## src/rtl/sseg_scan_decoder.sv

```systemverilog
// Recovers four hex digits from a multiplexed active-low seven-segment bus,
// capturing each anode/segment pair only after it has been stable for a dwell.
// Optional: define SSEG_SQUARE_DECODE_EN to decode the upper/lower square glyphs.
module sseg_scan_decoder #(
  parameter int STABLE_CYCLES = 4,
  parameter int CNT_W         = 8
) (
  input  logic        clk_i,
  input  logic        rst_i,
  input  logic [3:0]  an_i,
  input  logic [6:0]  sseg_i,
  input  logic        clr_err_i,
  output logic [15:0] digits_o,
  output logic [3:0]  blank_o,
  output logic [7:0]  sq_o,
  output logic        frame_o,
  output logic        err_o
);

  localparam logic [CNT_W-1:0] CNT_MAX = CNT_W'(STABLE_CYCLES);
  localparam logic [CNT_W-1:0] CNT_CAP = CNT_W'(STABLE_CYCLES - 1);

  logic [3:0]       an_q;
  logic [6:0]       sseg_q;
  logic [CNT_W-1:0] cnt_q, cnt_d;
  logic             done_q, done_d;
  logic [3:0]       seen_q, seen_d;
  logic [15:0]      digits_q, digits_d;
  logic [3:0]       blank_q, blank_d;
  logic             frame_q, frame_d;
  logic             err_q, err_d;
`ifdef SSEG_SQUARE_DECODE_EN
  logic [7:0]       sq_q, sq_d;
`endif

  logic       pair_same;
  logic       cap;
  logic [1:0] dig_k;
  logic       one_lit;
  logic [4:0] hex;
  logic       mark;
  logic [3:0] seen_nx;

  // Returns {valid, value}; patterns are active-low gfedcba.
  function automatic logic [4:0] hex_decode(input logic [6:0] seg);
    case (seg)
      7'b1000000: hex_decode = {1'b1, 4'h0};
      7'b1111001: hex_decode = {1'b1, 4'h1};
      7'b0100100: hex_decode = {1'b1, 4'h2};
      7'b0110000: hex_decode = {1'b1, 4'h3};
      7'b0011001: hex_decode = {1'b1, 4'h4};
      7'b0010010: hex_decode = {1'b1, 4'h5};
      7'b0000010: hex_decode = {1'b1, 4'h6};
      7'b1111000: hex_decode = {1'b1, 4'h7};
      7'b0000000: hex_decode = {1'b1, 4'h8};
      7'b0010000: hex_decode = {1'b1, 4'h9};
      7'b0001000: hex_decode = {1'b1, 4'hA};
      7'b0000011: hex_decode = {1'b1, 4'hB};
      7'b1000110: hex_decode = {1'b1, 4'hC};
      7'b0100001: hex_decode = {1'b1, 4'hD};
      7'b0000110: hex_decode = {1'b1, 4'hE};
      7'b0001110: hex_decode = {1'b1, 4'hF};
      default:    hex_decode = 5'b0_0000;
    endcase
  endfunction

  always_comb begin
    pair_same = ({an_i, sseg_i} == {an_q, sseg_q});
    cap       = (cnt_q == CNT_CAP) && pair_same && !done_q;
    hex       = hex_decode(sseg_q);

    one_lit = 1'b1;
    dig_k   = 2'd0;
    case (an_q)
      4'b1110: dig_k = 2'd0;
      4'b1101: dig_k = 2'd1;
      4'b1011: dig_k = 2'd2;
      4'b0111: dig_k = 2'd3;
      default: one_lit = 1'b0;
    endcase

    cnt_d    = cnt_q;
    done_d   = done_q;
    seen_d   = seen_q;
    digits_d = digits_q;
    blank_d  = blank_q;
    frame_d  = 1'b0;
    err_d    = clr_err_i ? 1'b0 : err_q;
    mark     = 1'b0;
    seen_nx  = seen_q | (4'b0001 << dig_k);
`ifdef SSEG_SQUARE_DECODE_EN
    sq_d     = sq_q;
`endif

    if (!pair_same) begin
      cnt_d  = '0;
      done_d = 1'b0;
    end else if (cnt_q != CNT_MAX) begin
      cnt_d = cnt_q + 1'b1;
    end

    if (cap) begin
      done_d = 1'b1;
      if (one_lit) begin
        if (hex[4]) begin
          digits_d[{dig_k, 2'b00} +: 4] = hex[3:0];
          blank_d[dig_k] = 1'b0;
          mark = 1'b1;
`ifdef SSEG_SQUARE_DECODE_EN
          sq_d[{dig_k, 1'b0} +: 2] = 2'b00;
`endif
        end else if (sseg_q == 7'h7F) begin
          blank_d[dig_k] = 1'b1;
          mark = 1'b1;
`ifdef SSEG_SQUARE_DECODE_EN
          sq_d[{dig_k, 1'b0} +: 2] = 2'b00;
        end else if (sseg_q == 7'b0011100) begin
          sq_d[{dig_k, 1'b0} +: 2] = 2'b01;
          blank_d[dig_k] = 1'b0;
          mark = 1'b1;
        end else if (sseg_q == 7'b0100011) begin
          sq_d[{dig_k, 1'b0} +: 2] = 2'b10;
          blank_d[dig_k] = 1'b0;
          mark = 1'b1;
`endif
        end else begin
          err_d = 1'b1;
        end
      end else if (an_q != 4'hF) begin
        // Two or more anodes low at once is a driver fault.
        err_d = 1'b1;
      end
    end

    if (mark) begin
      if (seen_nx == 4'hF) begin
        frame_d = 1'b1;
        seen_d  = 4'h0;
      end else begin
        seen_d = seen_nx;
      end
    end
  end

  always_ff @(posedge clk_i or posedge rst_i) begin
    if (rst_i) begin
      an_q     <= 4'hF;
      sseg_q   <= 7'h7F;
      cnt_q    <= '0;
      done_q   <= 1'b0;
      seen_q   <= 4'h0;
      digits_q <= 16'h0000;
      blank_q  <= 4'hF;
      frame_q  <= 1'b0;
      err_q    <= 1'b0;
`ifdef SSEG_SQUARE_DECODE_EN
      sq_q     <= 8'h00;
`endif
    end else begin
      an_q     <= an_i;
      sseg_q   <= sseg_i;
      cnt_q    <= cnt_d;
      done_q   <= done_d;
      seen_q   <= seen_d;
      digits_q <= digits_d;
      blank_q  <= blank_d;
      frame_q  <= frame_d;
      err_q    <= err_d;
`ifdef SSEG_SQUARE_DECODE_EN
      sq_q     <= sq_d;
`endif
    end
  end

  assign digits_o = digits_q;
  assign blank_o  = blank_q;
  assign frame_o  = frame_q;
  assign err_o    = err_q;
`ifdef SSEG_SQUARE_DECODE_EN
  assign sq_o     = sq_q;
`else
  assign sq_o     = 8'h00;
`endif

endmodule

```

## config.mk

```make
export PLATFORM = sky130hd
export DESIGN_NAME = sseg_scan_decoder
export DESIGN_NICKNAME = d
export VERILOG_FILES = /design/src/rtl/sseg_scan_decoder.sv
export SDC_FILE = /design/constraint.sdc
export NUM_CORES = 1
export LEC_CHECK = 0
export ABC_AREA = 1
export BUFFER_PORTS_ARGS = -buffer_cell sky130_fd_sc_hd__buf_4
export CAP_MARGIN = 10
export CORE_UTILIZATION = 57
export CTS_CLUSTER_DIAMETER = 100
export DETAILED_ROUTE_END_ITERATION = 8
export PLACE_DENSITY_LB_ADDON = 0.25
export SYNTH_ARGS = -nofsm -noshare
export SYNTH_HDL_FRONTEND = slang
export SYNTH_SLANG_ARGS = --single-unit
```

## constraint.sdc

```tcl
create_clock -name clk_i -period 2.94 [get_ports clk_i]
set_input_delay 0.147 -clock clk_i [delete_from_list [all_inputs] [get_ports clk_i]]
set_output_delay 0.147 -clock clk_i [all_outputs]
set_load 0.01 [all_outputs]
```

# After elaboration in Yosys (flattened, before gate mapping)
# Index checks and enable logic that the tools add are counted.
[op_classes]
add_sub_neg = 2
magnitude_cmp = 2
eq_ne = 27
shifts = 3
mux = 25
n_bitwise = 4
n_reduce_logical = 9
[ops]
columns = ["cell", "count"]
rows = [
  ["one-hot mux 5 bit (16 select lines)", 1],
  ["equality test 7 bit (second input constant)", 5],
  ["equality test 7 x 5 -> 1 bit (second input constant)", 3],
  ["equality test 7 x 6 -> 1 bit (second input constant)", 3],
  ["bitwise mux 16 bit", 1],
  ["equality test 4 bit (second input constant)", 4],
  ["two-way mux 1 bit", 16],
  ["two-way mux 8 bit", 2],
  ["variable shift 4 x 6 -> 16 bit (first input constant)", 1],
  ["indexed part select 4 x 6 -> 16 bit", 1],
  ["equality test 7 x 2 -> 1 bit (second input constant)", 2],
  ["equality test 7 x 4 -> 1 bit (second input constant)", 2],
  ["two-way mux 4 bit", 3],
  ["equality test 11 bit", 1],
  ["adder 8 x 1 -> 8 bit (second input constant)", 1],
  ["equality test 8 x 2 -> 1 bit (second input constant)", 1],
  ["inequality test 8 x 3 -> 1 bit (second input constant)", 1],
  ["OR 4 bit", 2],
  ["equality test 7 x 3 -> 1 bit (second input constant)", 1],
  ["logical NOT 7 bit", 1],
  ["negation 4 -> 6 bit", 1],
  ["one-hot mux 2 bit (3 select lines)", 1],
  ["AND reduction 3 bit", 2],
  ["bitwise AND 4 bit", 1],
  ["other kinds (12)", 15],
]
[word_totals]
register_bits = 46
out_inout_bits = 30
word_cells = 81

# Logic depth before layout (Yosys ltp)
[logic_depth]
depth_word = 9
mapped_depth = 13
mapped_depth_nobuf = 12

# Worst setup path after synthesis
# No wires, ideal clock.
[synth_path]
path_type = "register to register"
from = "register an_q[1]"
to = "register seen_q[0]"
arrival_ns = 2.206
path_slack_ns = 0.617
path_stages_with_launch = 10
n_path_buf = 1
path_cell_list = "dfstp_2 -> inv_1 -> a31oi_1 -> ha_1 -> buf_2 -> nor2_1 -> nor4_1 -> nor2_1 -> nand4_1 -> nand2_1"
[synth_via]
elab_chain_cells = 6
[synth_rtl]
columns = ["item", "line_no", "source"]
rows = [
  ["start: declaration", "23", "logic [3:0] an_q;"],
  ["start signal: assignment", "160", "an_q <= an_i;"],
  ["equality test 4 x 3 -> 1 bit / equality test 4 bit (equally long branches)", "74", "case (an_q)"],
  ["one-hot mux 2 bit (3 select lines)", "74", ""],
  ["<< shifter 1 x 2 -> 4 bit", "90", "seen_nx = seen_q | (4'b0001 << dig_k);"],
  ["OR 4 bit", "90", ""],
  ["equality test 4 bit", "136", "if (seen_nx == 4'hF) begin"],
  ["two-way mux 4 bit", "136", ""],
  ["end signal: assignment", "164", "seen_q <= seen_d;"],
  ["end: declaration", "27", "logic [3:0] seen_q, seen_d;"],
]
# Parallel ways exist; a longest one is shown, timed or not.
# A chain may end at the register's enable or synchronous reset.

# Final worst setup path
[layout_path]
from = "register an_q[0]"
to = "register seen_q[0]"
# Same word-level chain as after synthesis.

==> flow_metrics.py <==
metrics = {
    "setup_path": {
        "cp_max_fo": 9,
        "cp_slowest_stage_delay_ns": 0.61,
        "cp_top_family": "simple AND/OR/NAND/NOR gates",
        "critPathLaunch": "an_q[0]",
        "timing.rr.start": "an_q[0]",
        "path_buf_inv": 2,
        "cp_cell_sequence": "nand2_1, nor3_1, a31oi_1, buf_4, inv_1, ha_1, nor2_1, nor4_1, nor2_1, nand4_1, nand2_1",
        "criticalPathCategory": "flip-flop to flip-flop",
        "arrival_ns": 2.71,
        "reg2reg_slack_ns": 0.42,
        "worst-path-stages": 11,
        "cp_slowest_cell": "nor4_1",
        "endpoint_kind": "flip-flop",
        "startpoint_type": "flip-flop",
        "critPathCapture": "seen_q[0]",
        "reg2reg_depth": 11,
        "required_ns": 3.13,
        "r2r-end": "seen_q[0]",
    },
    "sta": {
        "rsz0062_at_grt": "no",
        "setup_slack_ns": 0.422,
        "min_period_ns": 2.52,
        "setup_violations": 0,
        "report.final.slew_viol_count": 0,
        "tns_ns": 0,
        "relSlewSlack_pct": 48.1,
        "fmax_mhz": 397,
        "hold_viol": 0,
        "min_period_over_period_pct": 85.6,
        "worstMarginPinSlew_ns": 0.774,
        "hold_ws_ns": 0.0215,
        "clock_skew_ns": 0.00533,
    },
    "routing": {
        "ant_nets": 0,
        "wl_per_cell_um": 11.6,
        "drt-initial-drc-count": 211,
        "drc": 0,
        "dr.pass1.iters": 7,
        "wirelength_um": 5590,
        "vias": 2443,
        "via_per_inst": 5.05,
    },
    "pwr": {
        "power_frac_seq_pct": 52.1,
        "p_sw_share_pct": 24.6,
        "peakVddDrop_mv": 0.237,
        "p_leak_nw": 1.77,
        "power_density_mw_per_mm2": 384,
        "clock_power_share_pct": 36.6,
        "finalPower_w": 0.00126,
        "p_int_w": 0.000953,
        "switching_power_w": 0.000310,
        "share_comb_of_total_power_pct": 11.2,
    },
    "synthesis": {
        "yosysWarnings": 0,
        "synth_most_common_cell": "nand2_1",
        "synth_seq_cells": 46,
        "yosysSeqAreaShare_pct": 42.1,
        "synth_area_leaders": "dfrtp_1, nand2_1, dfstp_2",
        "syn_inst": 378,
        "synth_top_area_cell": "dfrtp_1",
        "avgSynthCellArea_um2": 7.35,
        "async_flop_share_pct": 100,
        "synth_edf_count": 0,
        "syn_area_mm2": 0.00278,
        "synth_top_area_share_pct": 27.9,
        "synthTopCellsByCount": "nand2_1, nor2_1, inv_1",
        "ys.flop_type": "dfrtp_1",
        "yosys.cell_types.count": 29,
    },
    "global_routing": {
        "grt_pass1_wl_um": 9660,
        "grt_start_max_net_pins": 26,
        "gr-total-overflow": 0,
        "track_usage_pct": 23.8,
        "grt_pass1_vias": 2299,
        "antenna_found_initial": 0,
    },
    "clocking": {
        "cts_max_path_buffers": 2,
        "htreeDepth": 2,
        "clkLatencyLatePin_ns": 0.29,
        "cts_tree": "built",
        "cts_buffers": 5,
        "clk_pin_slew_ns": 0.08,
        "clock-sinks": 46,
        "post-cts-setup-buffers": 0,
        "cts_root_buffer": "clkbuf_8",
    },
    "placement": {
        "place_inst": 464,
        "place_ws_ns": 0.499,
        "dp_hpwl_um": 4200,
        "numPortBuffers": 35,
        "globalplace.congestion": 0.906,
    },
    "cells_and_area": {
        "syn_to_final_growth_pct": 18.4,
        "diodes": 0,
        "num-fill-cells": 405,
        "layout-drive-gt1-share_pct": 20.0,
        "nNetsFinal": 452,
        "final_cell_count_no_fill": 484,
    },
    "die": {
        "dieArea_mm2": 0.00515,
        "die_x_um": 71.8,
        "die_h_um": 71.8,
        "coreArea_mm2": 0.00469,
        "num_io_pins": 44,
        "rows": 25,
        "initial_core_util_pct": 59.2,
    },
    "status": {
        "status": "complete, no violations",
    },
    "worst_hold_path": {
        "hold_path_class": "input pin to flip-flop",
    },
    "flow_run": {
        "cap_violations": 0,
    },
}
-- what timing repair did --
item,4_1_cts,5_1_grt
resized for setup,0,0
hold buffers,12,0
hold endpoints to repair,21,0
-- layout make-up --
type                       count  area (um^2)  share of cell area (%)
timing repair buffer          49          398                    12.1
tap                           54         67.6                    2.05
sequential                    46         1170                    35.6
clock buffer                   7         76.3                    2.32
multi-input combinational    282         1380                    41.9
inverter                      45          169                    5.14
clock inverter                 1         30.0                   0.913
-- power by group through the flow --
stage	clock network, W	logic, W	registers [W]
after floorplan	0	0.000101	0.000666
after global placement	0	0.000126	0.000669
after detailed placement	0	0.000129	0.000670
after CTS	0.000480	0.000143	0.000658
after global routing	0.000497	0.000161	0.000660
final	0.000463	0.000142	0.000658
-- cell families after synthesis --
family                     count (synthesis)  share of synthesized area (%)
other                                      1                          0.135
AOI/OAI and AO/OA                         20                           3.83
DFF                                       46                           42.1
xor gates and xnor gates                   7                           2.21
and+or+nand+nor                          238                           38.4
adders and majority gates                  9                           4.06
buffers and inverters                     57                           9.19
-- metal layers --
metal  wire length (um)  global-route usage (%)  vias to the layer above
met5                  0                       0                        -
met4                100                    9.59                        0
met3                215                    4.36                        9
met2               2670                    40.1                       60
met1               2600                    30.1                     1099
li1                   -                       -                     1275
-- through the flow --
stage	instance area, um^2	util, %
floorplan	2800	-
global placement	3060	65.3
detailed placement	3060	65.3
CTS	3290	70.1
global route	3290	70.1
finish	3290	70.1
-- registers in the layout, summed over array words and instances, names as in the netlist, named ones only --
| signal | flops |
|---|---|
| done_q | 1 |
| cnt_q | 8 |
| sseg_q | 7 |
| err_o | 1 |
| seen_q | 4 |
| an_q | 4 |
| frame_o | 1 |
| digits_o | 16 |
-- placed cells by master (no fill, tap or decap) --
cell	Yosys	routed
a211oi_1	2	2
a21oi_1	10	10
a31oi_1	1	1
and3_1	1	1
buf_4	8	37
bufinv_16	0	1
clkbuf_1	0	2
clkbuf_8	0	5
clkinv_1	0	1
conb_1	1	8
dfrtp_1	31	31
dfstp_2	15	15
dlygate4sd3_1	0	12
ha_1	9	9
inv_1	41	40
inv_2	4	4
nand2_1	124	124
nand2_2	5	5
nand2_4	1	1
nand3_1	14	14
nand3_2	2	2
nand4_1	21	21
nor2_1	48	48
nor2_2	10	10
nor2_4	4	4
nor3_1	5	5
nor4_1	1	1
o21ai_0	6	6
o21ai_1	1	1
or2_2	2	2
xnor2_1	5	5
xor2_1	2	2
-- worst min-delay path by stage --
| stage | cells past startpoint | from | slack, ns | end |
|---|---|---|---|---|
| global route | 2 | clr_err_i | 0.01 | err_o |
| detailed placement | 2 | rst_i | 0.24 | err_o |
| floorplan | 0 | an_i[0] | 0.15 | an_q[0] |
| global placement | 2 | rst_i | 0.23 | err_o |
| CTS | 2 | clr_err_i | 0.01 | err_o |
| finish | 2 | clr_err_i | 0.02 | err_o |
Power figures use the tool's default switching activity.
